<file path="src/rtl/viterbi_pkg.sv">
// rtl/viterbi_pkg.sv - shared types and helpers for the Viterbi decoder
package viterbi_pkg;

    typedef enum logic [1:0] {
        FILL  = 2'd0,
        RUN   = 2'd1,
        DRAIN = 2'd2
    } fsm_t;

    // Number of trellis states for constraint length k
    function automatic int ns_of(input int k);
        return 1 << (k - 1);
    endfunction

    // Starting metric for every state other than the all-zero state
    function automatic int pm_init_of(input int pm_w);
        return 1 << (pm_w - 2);
    endfunction

    function automatic logic parity(input logic [7:0] v);
        return ^v;
    endfunction

    function automatic logic [1:0] popcount2(input logic [1:0] v);
        return {1'b0, v[1]} + {1'b0, v[0]};
    endfunction

endpackage

</file>
<file path="src/rtl/viterbi_acs_unit.sv">
// rtl/viterbi_acs_unit.sv - add-compare-select for one trellis state
module viterbi_acs_unit
    import viterbi_pkg::*;
#(
    parameter int PM_W = 6
) (
    input  logic [PM_W-1:0] pm0,
    input  logic [PM_W-1:0] pm1,
    input  logic [1:0]      bm0,
    input  logic [1:0]      bm1,
    output logic [PM_W-1:0] pm_out,
    output logic            sel
);

    logic [PM_W-1:0] sum0;
    logic [PM_W-1:0] sum1;

    // Candidate metrics from both predecessors; ties favour predecessor 0
    always_comb begin
        sum0   = pm0 + {{(PM_W-2){1'b0}}, bm0};
        sum1   = pm1 + {{(PM_W-2){1'b0}}, bm1};
        sel    = (sum1 < sum0);
        pm_out = sel ? sum1 : sum0;
    end

endmodule

</file>
<file path="src/rtl/viterbi_decoder_param.sv">
// rtl/viterbi_decoder_param.sv - hard-decision rate-1/2 Viterbi decoder, register exchange
module viterbi_decoder_param
    import viterbi_pkg::*;
#(
    parameter int          K        = 3,
    parameter int unsigned G0       = 'o7,
    parameter int unsigned G1       = 'o5,
    parameter int          TB_DEPTH = 15,
    parameter int          PM_W     = 6
) (
    input  logic       clk,
    input  logic       rst_n,
    input  logic       in_valid,
    output logic       in_ready,
    input  logic [1:0] in_sym,
    input  logic       in_last,
    output logic       out_valid,
    input  logic       out_ready,
    output logic       out_bit,
    output logic       out_last
);

    localparam int              NS       = ns_of(K);
    localparam int              SW       = K - 1;
    localparam int              CW       = $clog2(TB_DEPTH + 1);
    localparam logic [K-1:0]    G0_V     = K'(G0);
    localparam logic [K-1:0]    G1_V     = K'(G1);
    localparam logic [PM_W-1:0] PM_INIT  = PM_W'(pm_init_of(PM_W));
    localparam logic [CW-1:0]   CNT_FULL = CW'(TB_DEPTH);
    localparam logic [CW-1:0]   CNT_LAST = CW'(TB_DEPTH - 1);

    fsm_t                fsm_q, fsm_d;
    logic [CW-1:0]       cnt_q, cnt_d;
    logic [PM_W-1:0]     pm_q [NS];
    logic [PM_W-1:0]     pm_d [NS];
    logic [TB_DEPTH-1:0] hist_q [NS];
    logic [TB_DEPTH-1:0] hist_d [NS];
    logic                out_valid_q, out_valid_d;
    logic                out_bit_q, out_bit_d;
    logic                out_last_q, out_last_d;

    logic [PM_W-1:0]     pm_acs [NS];
    logic [PM_W-1:0]     pm_norm [NS];
    logic [PM_W-1:0]     am_in [NS];
    logic [TB_DEPTH-1:0] hist_new [NS];
    logic [TB_DEPTH-1:0] hb;
    logic [NS-1:0]       sel;
    logic [NS-1:0]       msb;
    logic [NS-1:0]       shout;
    logic [SW-1:0]       best;
    logic                drain_bit;
    logic                xfer;

    // Per-state branch metrics, ACS and survivor extension; predecessors are {n[K-3:0], b}
    for (genvar n = 0; n < NS; n++) begin : g_state
        localparam int           P0  = (2 * n) % NS;
        localparam int           P1  = (2 * n + 1) % NS;
        localparam logic [K-1:0] R0  = K'(2 * n);
        localparam logic [K-1:0] R1  = K'(2 * n + 1);
        localparam logic [1:0]   C0  = {parity(8'(G0_V & R0)), parity(8'(G1_V & R0))};
        localparam logic [1:0]   C1  = {parity(8'(G0_V & R1)), parity(8'(G1_V & R1))};
        localparam logic         DEC = R0[K-1];

        logic [1:0] bm0;
        logic [1:0] bm1;

        assign bm0 = popcount2(in_sym ^ C0);
        assign bm1 = popcount2(in_sym ^ C1);

        viterbi_acs_unit #(.PM_W(PM_W)) u_acs (
            .pm0    (pm_q[P0]),
            .pm1    (pm_q[P1]),
            .bm0    (bm0),
            .bm1    (bm1),
            .pm_out (pm_acs[n]),
            .sel    (sel[n])
        );

        assign msb[n]      = pm_acs[n][PM_W-1];
        assign hist_new[n] = sel[n] ? {hist_q[P1][TB_DEPTH-2:0], DEC}
                                    : {hist_q[P0][TB_DEPTH-2:0], DEC};
        assign shout[n]    = sel[n] ? hist_q[P1][TB_DEPTH-1] : hist_q[P0][TB_DEPTH-1];
    end

    // Normalise by dropping the MSB once every metric has crossed it
    always_comb begin
        for (int n = 0; n < NS; n++) begin
            pm_norm[n] = pm_acs[n];
            if (&msb) begin
                pm_norm[n][PM_W-1] = 1'b0;
            end
        end
    end

    // Best state: new metrics while decoding, frozen metrics while draining
    always_comb begin
        for (int n = 0; n < NS; n++) begin
            am_in[n] = (fsm_q == DRAIN) ? pm_q[n] : pm_norm[n];
        end
        best = '0;
        for (int n = 1; n < NS; n++) begin
            if (am_in[n] < am_in[best]) begin
                best = SW'(n);
            end
        end
    end

    // Drain picks survivor bit cnt-1 of the frozen best state
    always_comb begin
        hb        = hist_q[best];
        drain_bit = 1'b0;
        for (int i = 0; i < TB_DEPTH; i++) begin
            if (cnt_q == CW'(i + 1)) begin
                drain_bit = hb[i];
            end
        end
    end

    assign in_ready = rst_n && (fsm_q != DRAIN) && (!out_valid_q || out_ready);
    assign xfer     = in_valid && in_ready;

    // Next-state: frame FSM, metric/survivor update and output register
    always_comb begin
        fsm_d       = fsm_q;
        cnt_d       = cnt_q;
        pm_d        = pm_q;
        hist_d      = hist_q;
        out_valid_d = out_valid_q;
        out_bit_d   = out_bit_q;
        out_last_d  = out_last_q;

        if (out_valid_q && out_ready) begin
            out_valid_d = 1'b0;
            out_bit_d   = 1'b0;
            out_last_d  = 1'b0;
        end

        case (fsm_q)
            FILL, RUN: begin
                if (xfer) begin
                    pm_d   = pm_norm;
                    hist_d = hist_new;
                    if (fsm_q == RUN) begin
                        out_valid_d = 1'b1;
                        out_bit_d   = shout[best];
                        out_last_d  = 1'b0;
                    end
                    if (in_last) begin
                        fsm_d = DRAIN;
                        cnt_d = (fsm_q == RUN) ? CNT_FULL : cnt_q + 1'b1;
                    end else if (fsm_q == FILL) begin
                        cnt_d = cnt_q + 1'b1;
                        if (cnt_q == CNT_LAST) begin
                            fsm_d = RUN;
                        end
                    end
                end
            end
            default: begin
                if (out_valid_q && out_ready && out_last_q) begin
                    fsm_d = FILL;
                    cnt_d = '0;
                    for (int n = 0; n < NS; n++) begin
                        pm_d[n]   = (n == 0) ? '0 : PM_INIT;
                        hist_d[n] = '0;
                    end
                end else if ((cnt_q != '0) && (!out_valid_q || out_ready)) begin
                    out_valid_d = 1'b1;
                    out_bit_d   = drain_bit;
                    out_last_d  = (cnt_q == CW'(1));
                    cnt_d       = cnt_q - 1'b1;
                end
            end
        endcase
    end

    // State registers with synchronous active-low reset
    always_ff @(posedge clk) begin
        if (!rst_n) begin
            fsm_q       <= FILL;
            cnt_q       <= '0;
            out_valid_q <= 1'b0;
            out_bit_q   <= 1'b0;
            out_last_q  <= 1'b0;
            for (int n = 0; n < NS; n++) begin
                pm_q[n]   <= (n == 0) ? '0 : PM_INIT;
                hist_q[n] <= '0;
            end
        end else begin
            fsm_q       <= fsm_d;
            cnt_q       <= cnt_d;
            out_valid_q <= out_valid_d;
            out_bit_q   <= out_bit_d;
            out_last_q  <= out_last_d;
            pm_q        <= pm_d;
            hist_q      <= hist_d;
        end
    end

    assign out_valid = out_valid_q;
    assign out_bit   = out_bit_q;
    assign out_last  = out_last_q;

endmodule

</file>
<file path="config.mk">
export PLATFORM = sky130hd
export DESIGN_NAME = viterbi_decoder_param
export DESIGN_NICKNAME = d
export VERILOG_FILES = /design/src/rtl/viterbi_pkg.sv /design/src/rtl/viterbi_acs_unit.sv /design/src/rtl/viterbi_decoder_param.sv
export SDC_FILE = /design/constraint.sdc
export NUM_CORES = 1
export LEC_CHECK = 0
export ABC_CLOCK_PERIOD_IN_PS = 14120
export BUFFER_PORTS_ARGS = -buffer_cell sky130_fd_sc_hd__buf_4
export CAP_MARGIN = 5
export CORE_ASPECT_RATIO = 1.25
export CORE_MARGIN = 5
export CORE_UTILIZATION = 45
export CTS_CLUSTER_SIZE = 30
export DETAILED_ROUTE_END_ITERATION = 8
export GPL_TIMING_DRIVEN = 0
export PLACE_DENSITY = 0.56
export SYNTH_ARGS = -nofsm -noshare
export SYNTH_HDL_FRONTEND = slang
export SYNTH_SLANG_ARGS = --single-unit
</file>
<file path="constraint.sdc">
create_clock -name clk -period 14.12 [get_ports clk]
set_input_delay 0.706 -clock clk [delete_from_list [all_inputs] [get_ports clk]]
set_output_delay 0.706 -clock clk [all_outputs]
set_load 0.01 [all_outputs]
</file>
==> results.txt <==
- Clock tree synthesis inserted a total of 9 buffers.
- The critical path is of the in -> reg type.
- Die width: 124 um
* Synth Instances: 974
- Along the worst path, the maximum fanout reaches 10.
* Number of nets with antenna violations after detailed routing: 0
- Pre-CTS WS: 2.10 ns
- Entering global routing, the biggest net connects 18 pins.
* #FFs+latches synth: 87
* Area share of and/or/nand/nor cells after synthesis: 21.8%
* Antenna violations before repair: 0
- Class of the most critical hold timing path: reg -> reg
- Dividing the detail-routed wire length by the instance count gives 19.7 um.
* Most Frequent Cell on Critical Path: ha_1
- After detailed routing, the total wire length is 23900 um.
- Leading cell type in the layout, fill and taps excluded: nand2_1
- Headroom to the max-slew limit came out at 35.8%.
- Post-synthesis xor/xnor area fraction: 4.63%
- Share of cell area taken by muxes after synthesis: 10.3%
* Worst-margin pin slew: 0.963 ns
- In this run the vertical extent of the chip is 153 um.
* Clock sink count: 87
- Most frequent cells in the layout: nand2_1 (131), nor2_1 (105), dfxtp_1 (87)
* Portion of the post-synthesis area used by sequential elements: 23.6%
- Fmax: 0.0847 GHz
- Synthesized-area fraction occupied by ao, oa, aoi and oai cells: 24.5%
* Placed instance area: 7710 sq um
- The clock arrives with 0.00830 ns of skew.
- Post-CTS repair timing setup buffer count: 0
- Pins over their slew limit: 0
* Status: finished, final reports clean
* DR vias: 6938
* CP Data Arrival Time: 12.06 ns
- Port bufs: 9
- Synth async-reset ratio: 0%
* Number of placement rows: 52
* Mapped cell area: 7370 sq um
* Sum Neg Setup Slack: 0 ns
* Main combinational cell family by area after synthesis: compound AO/OA/AOI/OAI gates
- Static Leak: 3.14 nW
* Final net count: 1059
* Final instance area: 8020 sq um
- The number of global-route vias before repair is 6880.
- Minimum clock period: 11.81 ns
- Relative to the synthesized area, the layout overhead comes to 8.81%.
- Quantity of hold-fixing buffers added after cts: 0
* Share of post-route cells with drive strength above 1: 6.11%
* Number of top-level design ports: 11
* Total overflow reported by the global router: 0
* Final period utilization: 83.6%
- Maximum VDD drop: 0.0938 mV
* Die area: 19100 sq um
- TritonCTS built the clock tree.
* Cell at the slowest stage of the critical path: a2111oi_0
- Number of buffers on the longest clock path: 2
- Wire length of the first global-routing pass: 37900 um
- The initial utilization of the core area, before any placement, comes to 45.7%.
* Setup-failing EPs final: 0
- Initial DRC Count: 547
- Post-layout power: 1.19 mW
- Across every metal layer, demand over resource in global routing totals 25.0%.
- Synthesis produced a netlist with a net count of 1039.
* Number of antenna diodes: 0
- Dividing the detail-routed via count by the number of cells gives 5.71.
* Length of the first detailed-routing pass in iterations: 5
* Number of distinct library cells after synthesis: 77
- For the worst-skew pair, the clock arrives at the later sink with an insertion delay of 0.36 ns.
- Count of flip-flops with a built-in enable after synthesis: 0
- Max-cap violations: 0
* Cell chosen for the clock root: clkbuf_16
* Syn_area_per_cell: 7.57 sq um
* Final worst slack: 2.31 ns
* Critical path startpoint category: primary input
* Post-CTS clock slew at the launch and capture registers of the worst setup and hold paths: 0.07 ns
* Ys flop type: dfxtp_1
- GP Congestion: 0.910
- DRC violation count after routing: 0
- Setup repair after global routing left no endpoint under its margin.
- Power per cell area: 148 nW/um^2
- Yosys printed 0 warnings.
- Crit. End Element: flip-flop
- After Yosys synthesis, full adders, half adders and majority gates account for 9.98% of the synthesized area.
* Post-cts resize count: 0
- The HPWL after detailed placement is 18500 um.
* Area of the placeable core: 16100 sq um
* Endpoints failing hold: 0
- The clock tree synthesis step divided the H-tree into 3 levels.
* Required time worst endpoint: 14.37 ns
- WHS: 0.484 ns
- In this design, the stage delay of the slowest critical-path cell is 0.53 ns.
## Yosys cell counts, types with 4 or more instances
library cell    n  area [sq um]
buf_1           8          30.0
and2_1         40           250
xor2_1         22           193
a31oi_1         9          56.3
nor2b_1        24           150
nor2_1        105           394
a21o_1         12          90.1
clkbuf_1       47           176
dfxtp_1        87          1740
ha_1           58           726
nand3b_1        8          60.1
o21ai_0        73           365
o22ai_1         7          43.8
buf_2           6          30.0
a31o_1          4          35.0
o211ai_1        5          37.5
o21a_1          7          52.6
a22oi_1        12          90.1
inv_1          28           105
xnor2_1        17           149
o21ai_1         7          35.0
nand4_1         5          31.3
nand2_1       131           492
a311o_1         4          40.0
mux2_2          4          45.0
a21oi_1        72           360
mux2i_1        70           701
nand3_1        21           105
nand2b_1        6          37.5
a211oi_1        6          45.0
## worst max-delay path, delay by kind of cell
family,cells,cell delay [ns]
AOI/OAI and AO/OA,27,6.03
adders and majority gates,7,2.18
buffers and inverters,8,1.61
and+or+nand+nor,6,0.78
muxes,2,0.52
xor gates and xnor gates,1,0.21
## sequential cells by signal, indices dropped and copies added (netlist names)
signal and flops:
hist_q 54, out_valid 1, pm_q 24, out_bit 1, out_last 1, cnt_q 4, fsm_q 2
## cell type report
type | count | area, sq um
fill | 1704 | 8110
multi-input combinational | 793 | 5250
sequential | 87 | 1740
buffer | 65 | 274
tap | 216 | 270
clock buffer | 9 | 225
inverter | 29 | 109
clock inverter | 7 | 86.3
timing repair buffer | 9 | 67.6
## routing by layer
| layer | wire [um] | part of all wire, % | track usage (%) |
|---|---|---|---|
| met5 | 0 | 0 | 0 |
| met4 | 743 | 3.1 | 9.09 |
| met3 | 718 | 3.0 | 2.72 |
| met2 | 12500 | 52 | 47.1 |
| met1 | 9990 | 42 | 28.9 |
## through the flow
step / std cells / util [%]
after detailed placement: 1199 / 47.8
after global routing: 1215 / 49.7
final: 1215 / 49.7
after floorplan: 974 / -
after global placement: 1199 / 47.8
after CTS: 1215 / 49.7
## power by group
part	leakage (nW)	internal, mW	switching, mW
Clock	0.151	0.142	0.118
Combinational	2.28	0.247	0.426
Sequential	0.703	0.251	0.00586
## path summary, 6_finish.rpt
path              depth (start not counted)  slack, ns                   start                endpoint
setup / recovery                         51       2.31               in_sym[0]      out_bit$_SDFF_PN0_
hold / removal                            2       0.48  hist_q[0]$_SDFFE_PN0P_  hist_q[0]$_SDFFE_PN0P_
setup reg to reg                         48       2.83   pm_q[12]$_SDFFE_PN0P_      out_bit$_SDFF_PN0_
hold reg to reg                           2       0.48  hist_q[0]$_SDFFE_PN0P_  hist_q[0]$_SDFFE_PN0P_
## cell families after synthesis
| group | count (synthesis) |
|---|---|
| mux | 75 |
| flops | 87 |
| xor+xnor | 39 |
| fa+ha+maj | 59 |
| compound gates | 268 |
| buf+inv | 94 |
| simple gates | 352 |
(Power assumes the default switching activity.)
